<file path="src/rtl/memory_sequencer_if.sv">
// Bundle of signals between decode/execute control, the memory sequencer and
// the memory stage. The master side issues ops and interrupt requests; the
// slave side (the sequencer) returns the handshake and drives the strobes.
interface memory_sequencer_if;
  logic       op_valid;
  logic [2:0] op_code;
  logic       int_req;
  logic       op_ready;
  logic       busy;
  logic       done;
  logic       memory_read;
  logic       memory_write;
  logic       memory_push;
  logic       memory_pop;
  logic [1:0] memory_address_select;
  logic [1:0] memory_write_src_select;
  logic       pc_choose_memory;
  logic       interrupt;
  logic       flags_restore;

  modport master (
    output op_valid, op_code, int_req,
    input  op_ready, busy, done,
    input  memory_read, memory_write, memory_push, memory_pop,
    input  memory_address_select, memory_write_src_select,
    input  pc_choose_memory, interrupt, flags_restore
  );

  modport slave (
    input  op_valid, op_code, int_req,
    output op_ready, busy, done,
    output memory_read, memory_write, memory_push, memory_pop,
    output memory_address_select, memory_write_src_select,
    output pc_choose_memory, interrupt, flags_restore
  );
endinterface

</file>
<file path="src/rtl/memory_sequencer.sv">
// Memory-stage sequencer: expands one decoded memory op, or a pending
// interrupt, into 1-3 single-word memory accesses and stalls upstream with
// busy until the last access. Strobes and selects come straight from flops
// that are loaded with the decode of the next state, so they are glitch-free
// and drop at once on reset.
module memory_sequencer (
  input  logic               clk,
  input  logic               reset,
  memory_sequencer_if.slave  bus
);

  typedef enum logic {
    ST_IDLE = 1'b0,
    ST_RUN  = 1'b1
  } state_t;

  // Op codes map 1:1 onto the low kinds; the interrupt sequence gets its own.
  typedef enum logic [3:0] {
    K_LDD  = 4'd0,
    K_STD  = 4'd1,
    K_PUSH = 4'd2,
    K_POP  = 4'd3,
    K_CALL = 4'd4,
    K_RET  = 4'd5,
    K_RTI  = 4'd6,
    K_NOP  = 4'd7,
    K_INT  = 4'd8
  } kind_t;

  typedef struct packed {
    logic       busy;
    logic       done;
    logic       read;
    logic       write;
    logic       push;
    logic       pop;
    logic [1:0] addr_sel;
    logic [1:0] src_sel;
    logic       pc_mem;
    logic       intr;
    logic       flags_rst;
  } ctrl_t;

  // Index of the final step of each sequence kind.
  function automatic logic [1:0] last_step(input kind_t k);
    logic [1:0] l;
    case (k)
      K_CALL, K_RET: l = 2'd1;
      K_RTI, K_INT:  l = 2'd2;
      default:       l = 2'd0;
    endcase
    return l;
  endfunction

  // Moore decode of strobes/selects from (state, kind, step).
  function automatic ctrl_t decode_ctrl(input state_t st, input kind_t k, input logic [1:0] step);
    ctrl_t c;
    c = '0;
    if (st == ST_RUN) begin
      c.busy = 1'b1;
      c.done = (step == last_step(k));
      case (k)
        K_LDD: begin
          c.read     = 1'b1;
          c.addr_sel = 2'b01;
        end
        K_STD: begin
          c.write    = 1'b1;
          c.addr_sel = 2'b00;
          c.src_sel  = 2'b11;
        end
        K_PUSH: begin
          c.write    = 1'b1;
          c.push     = 1'b1;
          c.addr_sel = 2'b10;
          c.src_sel  = 2'b11;
        end
        K_POP: begin
          c.read     = 1'b1;
          c.pop      = 1'b1;
          c.addr_sel = 2'b10;
        end
        K_CALL: begin
          // Return address pushed upper half first, then lower half.
          c.write    = 1'b1;
          c.push     = 1'b1;
          c.addr_sel = 2'b10;
          c.src_sel  = (step == 2'd0) ? 2'b01 : 2'b10;
        end
        K_RET, K_RTI: begin
          // PC is reloaded once both halves are popped; RTI pops flags last.
          c.read      = 1'b1;
          c.pop       = 1'b1;
          c.addr_sel  = 2'b10;
          c.pc_mem    = (step == 2'd1);
          c.flags_rst = (k == K_RTI) && (step == 2'd2);
        end
        K_INT: begin
          // Save flags, PC upper, PC lower; vector to 0 on the last push.
          c.write    = 1'b1;
          c.push     = 1'b1;
          c.addr_sel = 2'b10;
          case (step)
            2'd0:    c.src_sel = 2'b00;
            2'd1:    c.src_sel = 2'b01;
            default: begin
              c.src_sel = 2'b10;
              c.intr    = 1'b1;
            end
          endcase
        end
        K_NOP: begin
          c.busy = 1'b1;
        end
        default: begin
          c.busy = 1'b1;
        end
      endcase
    end else begin
      c = '0;
    end
    return c;
  endfunction

  state_t     state_q, state_d;
  kind_t      kind_q, kind_d;
  logic [1:0] step_q, step_d;
  logic       int_pending_q, int_pending_d;
  ctrl_t      ctrl_q, ctrl_d;
  logic       op_ready_s;

  // Next-state logic: interrupt beats a same-cycle op; running ops finish.
  always_comb begin
    state_d       = state_q;
    kind_d        = kind_q;
    step_d        = step_q;
    int_pending_d = int_pending_q | bus.int_req;
    case (state_q)
      ST_IDLE: begin
        step_d = 2'd0;
        if (int_pending_q || bus.int_req) begin
          state_d       = ST_RUN;
          kind_d        = K_INT;
          int_pending_d = 1'b0;
        end else if (bus.op_valid) begin
          state_d = ST_RUN;
          kind_d  = kind_t'({1'b0, bus.op_code});
        end else begin
          state_d = ST_IDLE;
        end
      end
      ST_RUN: begin
        if (step_q == last_step(kind_q)) begin
          state_d = ST_IDLE;
          step_d  = 2'd0;
        end else begin
          step_d = step_q + 2'd1;
        end
      end
      default: begin
        state_d = ST_IDLE;
        step_d  = 2'd0;
      end
    endcase
    ctrl_d = decode_ctrl(state_d, kind_d, step_d);
  end

  // Acceptance handshake: only in IDLE with no interrupt waiting or arriving.
  always_comb begin
    op_ready_s = (state_q == ST_IDLE) && !int_pending_q && !bus.int_req;
  end

  // State, step, pending interrupt and output control flops.
  always_ff @(posedge clk or negedge reset) begin
    if (!reset) begin
      state_q       <= ST_IDLE;
      kind_q        <= K_NOP;
      step_q        <= 2'd0;
      int_pending_q <= 1'b0;
      ctrl_q        <= '0;
    end else begin
      state_q       <= state_d;
      kind_q        <= kind_d;
      step_q        <= step_d;
      int_pending_q <= int_pending_d;
      ctrl_q        <= ctrl_d;
    end
  end

  assign bus.op_ready                = op_ready_s;
  assign bus.busy                    = ctrl_q.busy;
  assign bus.done                    = ctrl_q.done;
  assign bus.memory_read             = ctrl_q.read;
  assign bus.memory_write            = ctrl_q.write;
  assign bus.memory_push             = ctrl_q.push;
  assign bus.memory_pop              = ctrl_q.pop;
  assign bus.memory_address_select   = ctrl_q.addr_sel;
  assign bus.memory_write_src_select = ctrl_q.src_sel;
  assign bus.pc_choose_memory        = ctrl_q.pc_mem;
  assign bus.interrupt               = ctrl_q.intr;
  assign bus.flags_restore           = ctrl_q.flags_rst;

endmodule

</file>
<file path="src/flat_wrapper.sv">
// flat-port wrapper written by rule: the top's interface ports become plain ports
module memory_sequencer_flat 
  (clk, reset, bus_op_valid, bus_op_code, bus_int_req, bus_op_ready, bus_busy, bus_done, bus_memory_read, bus_memory_write, bus_memory_push, bus_memory_pop, bus_memory_address_select, bus_memory_write_src_select, bus_pc_choose_memory, bus_interrupt, bus_flags_restore);
  memory_sequencer_if bus_i ();
  input  logic clk;
  input  logic reset;
  input wire logic [$bits(bus_i.op_valid)-1:0] bus_op_valid;
  input wire logic [$bits(bus_i.op_code)-1:0] bus_op_code;
  input wire logic [$bits(bus_i.int_req)-1:0] bus_int_req;
  output wire logic [$bits(bus_i.op_ready)-1:0] bus_op_ready;
  output wire logic [$bits(bus_i.busy)-1:0] bus_busy;
  output wire logic [$bits(bus_i.done)-1:0] bus_done;
  output wire logic [$bits(bus_i.memory_read)-1:0] bus_memory_read;
  output wire logic [$bits(bus_i.memory_write)-1:0] bus_memory_write;
  output wire logic [$bits(bus_i.memory_push)-1:0] bus_memory_push;
  output wire logic [$bits(bus_i.memory_pop)-1:0] bus_memory_pop;
  output wire logic [$bits(bus_i.memory_address_select)-1:0] bus_memory_address_select;
  output wire logic [$bits(bus_i.memory_write_src_select)-1:0] bus_memory_write_src_select;
  output wire logic [$bits(bus_i.pc_choose_memory)-1:0] bus_pc_choose_memory;
  output wire logic [$bits(bus_i.interrupt)-1:0] bus_interrupt;
  output wire logic [$bits(bus_i.flags_restore)-1:0] bus_flags_restore;
  assign bus_i.op_valid = bus_op_valid;
  assign bus_i.op_code = bus_op_code;
  assign bus_i.int_req = bus_int_req;
  assign bus_op_ready = bus_i.op_ready;
  assign bus_busy = bus_i.busy;
  assign bus_done = bus_i.done;
  assign bus_memory_read = bus_i.memory_read;
  assign bus_memory_write = bus_i.memory_write;
  assign bus_memory_push = bus_i.memory_push;
  assign bus_memory_pop = bus_i.memory_pop;
  assign bus_memory_address_select = bus_i.memory_address_select;
  assign bus_memory_write_src_select = bus_i.memory_write_src_select;
  assign bus_pc_choose_memory = bus_i.pc_choose_memory;
  assign bus_interrupt = bus_i.interrupt;
  assign bus_flags_restore = bus_i.flags_restore;
  memory_sequencer u_core (.clk(clk), .reset(reset), .bus(bus_i));
endmodule
</file>
<file path="config.mk">
export PLATFORM = sky130hd
export DESIGN_NAME = memory_sequencer_flat
export DESIGN_NICKNAME = d
export VERILOG_FILES = /design/src/rtl/memory_sequencer_if.sv /design/src/rtl/memory_sequencer.sv /design/src/flat_wrapper.sv
export SDC_FILE = /design/constraint.sdc
export NUM_CORES = 1
export LEC_CHECK = 0
export ABC_AREA = 1
export CORE_UTILIZATION = 25
export DETAILED_ROUTE_END_ITERATION = 6
export PLACE_DENSITY_LB_ADDON = 0.25
export SYNTH_ARGS = -nofsm -noshare
export SYNTH_HDL_FRONTEND = slang
export SYNTH_SLANG_ARGS = --single-unit
</file>
<file path="constraint.sdc">
create_clock -name clk -period 3.9 [get_ports clk]
set_input_delay 0.975 -clock clk [delete_from_list [all_inputs] [get_ports clk]]
set_output_delay 0.975 -clock clk [all_outputs]
set_load 0.05 [all_outputs]
</file>
Yosys cells after proc, flatten, opt, wreduce, memory -nomap -nowiden. Index checks and enable logic that the tools add are counted.

Register bits: 21. Input port bits: 7. Output and inout port bits: 14. Word-level logic and storage cells: 81.

$add $sub $neg: 1. Equal/unequal tests: 15. Mux-type cells: 28. Bitwise logic cells: 2. Reduce and logical (&&, ||, !) cells: 20.

Operators by type and width (count): $eq A4 B3 Y1 const B (6); $pmux W2 S2 (5); $reduce_or A2 Y1 (7); $mux W1 (13); $mux W13 (1); $mux W4 (3); $eq A4 B2 Y1 const B (2); $eq A4 B4 Y1 const B (2); $mux W2 (4); $reduce_or A4 Y1 (2); $pmux W2 S3 (1); $reduce_or A3 Y1 (2); $reduce_or A6 Y1 (1); $eq A2 B2 Y1 (2); $eq A4 B1 Y1 const B (1); $logic_not A4 Y1 (1); $logic_and A1 B1 Y1 (3); $add A2 B1 Y2 const B (1); $eq A2 B1 Y1 const B (1); $eq A2 B2 Y1 const B (1); $logic_not A1 Y1 (2); $logic_not A2 Y1 (1); $pmux W1 S2 (1); $logic_or A1 B1 Y1 (1); other kinds (2) (2).

Logic depth before layout (Yosys ltp). Gate-level depths: netlist (run 1).

Depth in word-level cells: 12. Mapped depth: 13.

Least setup slack after synthesis (run 1). Ideal clock, no wire load.

Path kind: input to output. Start point: input port bus_int_req. End point: output port bus_op_ready. Data arrival time: 1355 ps. Data required time: 2925 ps. Setup slack: 1570 ps. Cell stages on the path: 3. Buffers on the path: 0. Path through: inv_1 > nand2_2 > nor2_8.

Word-level cells in the longest chain between the ends: 2.

RTL lines: start: declaration (line flat_wrapper.sv:9) `input wire logic [$bits(bus_i.int_req)-1:0] bus_int_req;`; $logic_not A1 Y1 (line memory_sequencer.sv:170) `op_ready_s = (state_q == ST_IDLE) && !int_pending_q && !bus.int_req;`; $logic_and A1 B1 Y1 (line memory_sequencer.sv:170); end: declaration (line flat_wrapper.sv:10) `output wire logic [$bits(bus_i.op_ready)-1:0] bus_op_ready;`.

No other way between the ends.

Final worst setup path (run 1). Same ends and word-level chain as after synthesis.

==> results of run 1 <==
worst min path at each step:
stage	endpoint	slack (ns)	cells past startpoint
after detailed placement	u_core.bus.flags_restore$_DFF_PN0_	0.49	1
final	u_core.bus.flags_restore$_DFF_PN0_	0.51	1
after global placement	u_core.bus.flags_restore$_DFF_PN0_	0.50	1
after global routing	u_core.bus.flags_restore$_DFF_PN0_	0.55	1
after CTS	u_core.bus.flags_restore$_DFF_PN0_	0.51	1
after floorplan	u_core.bus.flags_restore$_DFF_PN0_	0.45	1
where the power goes:
part / total (W) / switching (W) / internal, W
Sequential: 0.000336 / 0.0000527 / 0.000283
Combinational: 0.000693 / 0.000469 / 0.000224
Clock: 0.000155 / 0.0000650 / 0.0000897
Total: 0.00118 / 0.000587 / 0.000597
layer usage:
metal  up-vias  global-route usage  wire (um)
li1        446                   -          -
met1       390               0.131        922
met2        15               0.167       1050
met3         4              0.0197         59
met4         0              0.0612         30
met5         -                   0          0
metrics by stage:
stage	hold slack [ns]	area (um2)	utilization	setup slack, ns
6_report	0.514	1420	0.343	1.04
5_1_grt	0.546	1420	0.343	0.971
4_1_cts	0.510	1420	0.343	1.03
3_5_place_dp	0.489	1370	0.329	1.04
3_3_place_gp	0.496	1370	0.329	1.04
2_1_floorplan	0.452	1120	-	1.57
cell families (layout without fill, tap and decap cells):
logic type | Yosys count | after routing | share of synthesized area
buffers and inverters | 23 | 46 | 0.0841
DFF | 20 | 20 | 0.452
and+or+nand+nor | 76 | 76 | 0.393
AOI/OAI and AO/OA | 12 | 12 | 0.0706
cells in the mapped netlist, drive strengths merged:
master  number  share of area
nand2       41           0.19
nor2        25           0.13
inv         21          0.071
dfrtp       17           0.38
nand3        8          0.056
o21ai        8          0.049
dfstp        3          0.071
a21oi        2         0.0090
a31oi        1         0.0056
buf          1          0.010
clkinv       1         0.0034
nand4        1         0.0056
nor4         1         0.0056
o211ai       1         0.0067
worst max-delay path, cell delays in order:
cell and delay (ns):
clkdlybuf4s50_1 0.40, inv_1 0.08, nand2_2 0.10, nor2_8 0.12, buf_4 0.21
area by class of cell:
cell class                 count  share of cell area
tap                           50              0.0441
timing repair buffer          20               0.139
sequential                    20               0.355
clock buffer                   4              0.0388
multi-input combinational     88               0.365
inverter                      22              0.0581
sequential cells by signal, indices dropped and copies added, names as in the netlist:
register and cells:
u_core.bus.busy 1, u_core.bus.done 1, u_core.bus.flags_restore 1, u_core.bus.interrupt 1, u_core.bus.memory_address_select 2, u_core.bus.memory_pop 1, u_core.bus.memory_push 1, u_core.bus.memory_read 1
u_core.bus.memory_write 1, u_core.bus.memory_write_src_select 2, u_core.bus.pc_choose_memory 1, u_core.int_pending_q 1, u_core.kind_q 4, u_core.step_q 2
placed cells by master, fill, tap and decap left out, types with 2 or more instances in the layout:
master	count
nand2_1	28
clkdlybuf4s50_1	19
nor2_1	18
dfrtp_1	17
inv_2	11
inv_1	10
nand2_2	9
nand3_1	5
o21ai_1	4
clkbuf_8	4
nor2_2	3
nand2_4	3
dfstp_2	3
nand3_2	2
nor2_8	2
o21ai_0	2
nor2_4	2
a21oi_1	2
==> results.cfg, run 1 <==
[timing]
period_share = 0.734
slew_headroom = 0.411
drv_slew = 0
finalSetupTns_ns = 0
finalHoldViolations = 0
min_period_ns = 2.86
setup_violations = 0
fin_skew_ns = 0.00397
rsz0062_at_grt = no
fmax_mhz = 349
worst_pin_slew_ns = 0.881

[logic_synthesis]
yosysSeqAreaShare = 0.452
synth_fp_nets = 138
synth_seq_cells = 20
synthCells = 131
synth.avg_cell_area_um2 = 8.52
yosys_warnings = 0
synth_cell_types = 26
synthesis.area_um2 = 1120

[global_route]
gr-total-overflow = 0
grtUsageTotal = 0.105
grt_pass1_wl_um = 3600
first_global_vias = 840
grt_antenna_before_repair = 0
grt_max_degree = 21

[pwr]
p_leak_nw = 0.701
power_w = 0.00118
ir_drop_uv = 188
p_per_area_nw_per_um2 = 834

[route]
viasPerCell = 4.19
num_vias = 855
wl_um = 2060
remaining_drc_errors = 0
dr.first_iter.drc_count = 30
wl_per_cell_um = 10.1
drt-pass1-iter-count = 4
final_antenna_net_count = 0

[critical_path]
r2r-end = u_core.bus.memory_read$_DFF_PN0_
regToRegSetupSlack_ns = 2.19
worstPathArrival_ns = 1.89
r2r-start = u_core.bus.busy$_DFF_PN0_
critPathLaunchType = input pin
cp-endpoint = bus_op_ready
cp_max_fo = 4
crit_type = input pin to output pin
crit_path_end_kind = output pin
cp.required_ns = 2.92
reg2reg_depth = 9
crit_path_start = bus_int_req

[die]
dieArea_um2 = 4740
initial_core_util = 0.269
coreArea_um2 = 4140
num_io_pins = 21
rows = 23
fp.dieH_um = 68.8
die_width_um = 68.8

[layout]
drive_above_1_share = 0.286
nFillCells = 449
instances_no_fill = 204
diodes = 0
multiInputGateArea_um2 = 518
nets = 162
area_growth_pct = 27.2
seqCellArea_um2 = 504

[placement]
place_inst = 200
place_hpwl_um = 1700
io_buffer_count = 20
gp_congestion = 0.758

[cts]
cts_hold_buf = 0
clockRootBuffer = clkbuf_8
clkTransAtPathRegs_ns = 0.07
post_cts_resized = 0
cts_tree = built
postCtsSetupRepairBufs = 0
cts_sinks = 20
h-tree-depth = 1
numCtsBuffers = 3
clkLatencyLatePin_ns = 0.25
clock_path_buffers = 2

[run_status]
status = completed

[hold_path]
hp-class = flip-flop to flip-flop
worstHoldStart = u_core.step_q[1]$_DFF_PN0_

[job]
drv_cap = 0
Power figures use the tool's default switching activity.
==> run 2, diff against run 1 <==
==> constraint.sdc (replaced) <==
create_clock -name clk -period 2.8 [get_ports clk]
set_input_delay 0.7 -clock clk [delete_from_list [all_inputs] [get_ports clk]]
set_output_delay 0.7 -clock clk [all_outputs]
set_load 0.05 [all_outputs]
==> run 2 against run 1 <==
Clock-buffer cell count fell by 1. Via count rose by 3.0%. Sequential share of layout area fell by 1.1 points. Non-clock buffer count rose by 2. Worst setup slack got worse by 0.52 ns. Critical endpoint unchanged.
==> results.cfg, run 2 (same netlist as run 1, synthesis figures left out) <==
[placement]
place_inst = 202
place_hpwl_um = 1770
io_buffer_count = 20
gp_congestion = 0.755
place_area_um2 = 1390

[critical_path]
cp.required_ns = 2.10
cp_slowest_cell = clkdlybuf4s50_1
critPathTopFamily = buffers and inverters
cpPeakStageDelay_ns = 0.40
cp_max_fo = 4
worstPathCellList = clkdlybuf4s50_1, inv_1, nand2_2, nor2_8, buf_12
critPathLaunchType = input pin
crit_type = input pin to output pin
worstPathArrival_ns = 1.58
crit_path_end_kind = output pin
worst-path-buf-inv = 3

[cts]
cts_tree = built
cts_sinks = 20
clock_path_buffers = 2
clkLatencyLatePin_ns = 0.26
post_cts_resized = 0
cts_hold_buf = 0
h-tree-depth = 1
clockRootBuffer = clkbuf_8
numCtsBuffers = 3
postCtsSetupRepairBufs = 0
clkTransAtPathRegs_ns = 0.08

[timing]
min_period_ns = 2.28
setup_violations = 0
fin_skew_ns = 0.00299
fmax_mhz = 439
slew_headroom = 0.667
period_share = 0.814
finalSetupTns_ns = 0
rsz0062_at_grt = no
finalHoldViolations = 0
worst_pin_slew_ns = 0.498
drv_slew = 0

[global_route]
first_global_vias = 855
grt_pass1_wl_um = 3730
gr-total-overflow = 0
grt_max_degree = 21
grt_antenna_before_repair = 0
grtUsageTotal = 0.107

[route]
wl_um = 2180
num_vias = 881
wl_per_cell_um = 10.6
drt-pass1-iter-count = 4
final_antenna_net_count = 0
remaining_drc_errors = 0
viasPerCell = 4.28
dr.first_iter.drc_count = 21

[die]
initial_core_util = 0.269
num_io_pins = 21
dieArea_um2 = 4740
fp.dieH_um = 68.8
die_width_um = 68.8
rows = 23
coreArea_um2 = 4140

[layout]
mostFrequentLayoutCells = 28 x nand2_1, 19 x clkdlybuf4s50_1, 18 x nor2_1, 17 x dfrtp_1, 11 x inv_2
largest_reg_flops = 4
nets = 164
instances_no_fill = 206
diodes = 0
drive_above_1_share = 0.295
mostFrequentLayoutCell = nand2_1
nFillCells = 441
top_register = u_core.kind_q
area_growth_pct = 31.2
final_area_um2 = 1460

[pwr]
p_per_area_nw_per_um2 = 1200
p_leak_nw = 0.720
power_w = 0.00175
ir_drop_uv = 250

[job]
drv_cap = 0

[run_status]
status = completed

[hold_path]
hp-class = flip-flop to flip-flop
[run 2: power by group]
part / leakage, nW / internal (W) / switching, W / total (W)
clock network: 0.0357 / 0.000191 / 0.0000994 / 0.000290
registers: 0.249 / 0.000395 / 0.0000479 / 0.000442
logic: 0.435 / 0.000330 / 0.000690 / 0.00102
total: 0.720 / 0.000916 / 0.000837 / 0.00175
[run 2: stage by stage]
stage / worst slack (ns) / utilization / hold slack [ns]
floorplan: 0.941 / - / 0.404
global placement: 0.526 / 0.336 / 0.495
detailed placement: 0.502 / 0.336 / 0.488
CTS: 0.516 / 0.353 / 0.518
global route: 0.467 / 0.353 / 0.544
finish: 0.522 / 0.353 / 0.524
[run 2: layout make-up]
cell class | count | area, um2 | share of cell area
Tap cell | 50 | 62.6 | 0.0427
Clock inverter | 1 | 30.0 | 0.0205
Inverter | 22 | 82.6 | 0.0564
Sequential cell | 20 | 504 | 0.344
Timing Repair Buffer | 22 | 225 | 0.154
Multi-Input combinational cell | 88 | 518 | 0.354
Clock buffer | 3 | 41.3 | 0.0282
[run 2: worst paths after layout]
| kind | from | end | slack [ns] | cells after the start |
|---|---|---|---|---|
| worst max-delay path | bus_int_req | bus_op_ready | 0.52 | 5 |
| worst min-delay path | u_core.step_q[1]$_DFF_PN0_ | u_core.bus.flags_restore$_DFF_PN0_ | 0.52 | 1 |
| worst max register to register | u_core.kind_q[2]$_DFF_PN1_ | u_core.bus.memory_read$_DFF_PN0_ | 1.19 | 9 |
| worst min register to register | u_core.step_q[1]$_DFF_PN0_ | u_core.bus.flags_restore$_DFF_PN0_ | 0.52 | 1 |
| max in group asynchronous | reset | u_core.kind_q[2]$_DFF_PN1_ | 1.75 | 2 |
| min in group asynchronous | reset | u_core.bus.memory_push$_DFF_PN0_ | 0.78 | 2 |
[run 2: layer usage]
layer  vias up  GRT usage  share of wire
li1        451          -              -
met1       419      0.133           0.45
met2         9      0.188           0.53
met3         2     0.0148          0.015
met5         -          0              0
met4         0     0.0383         0.0064
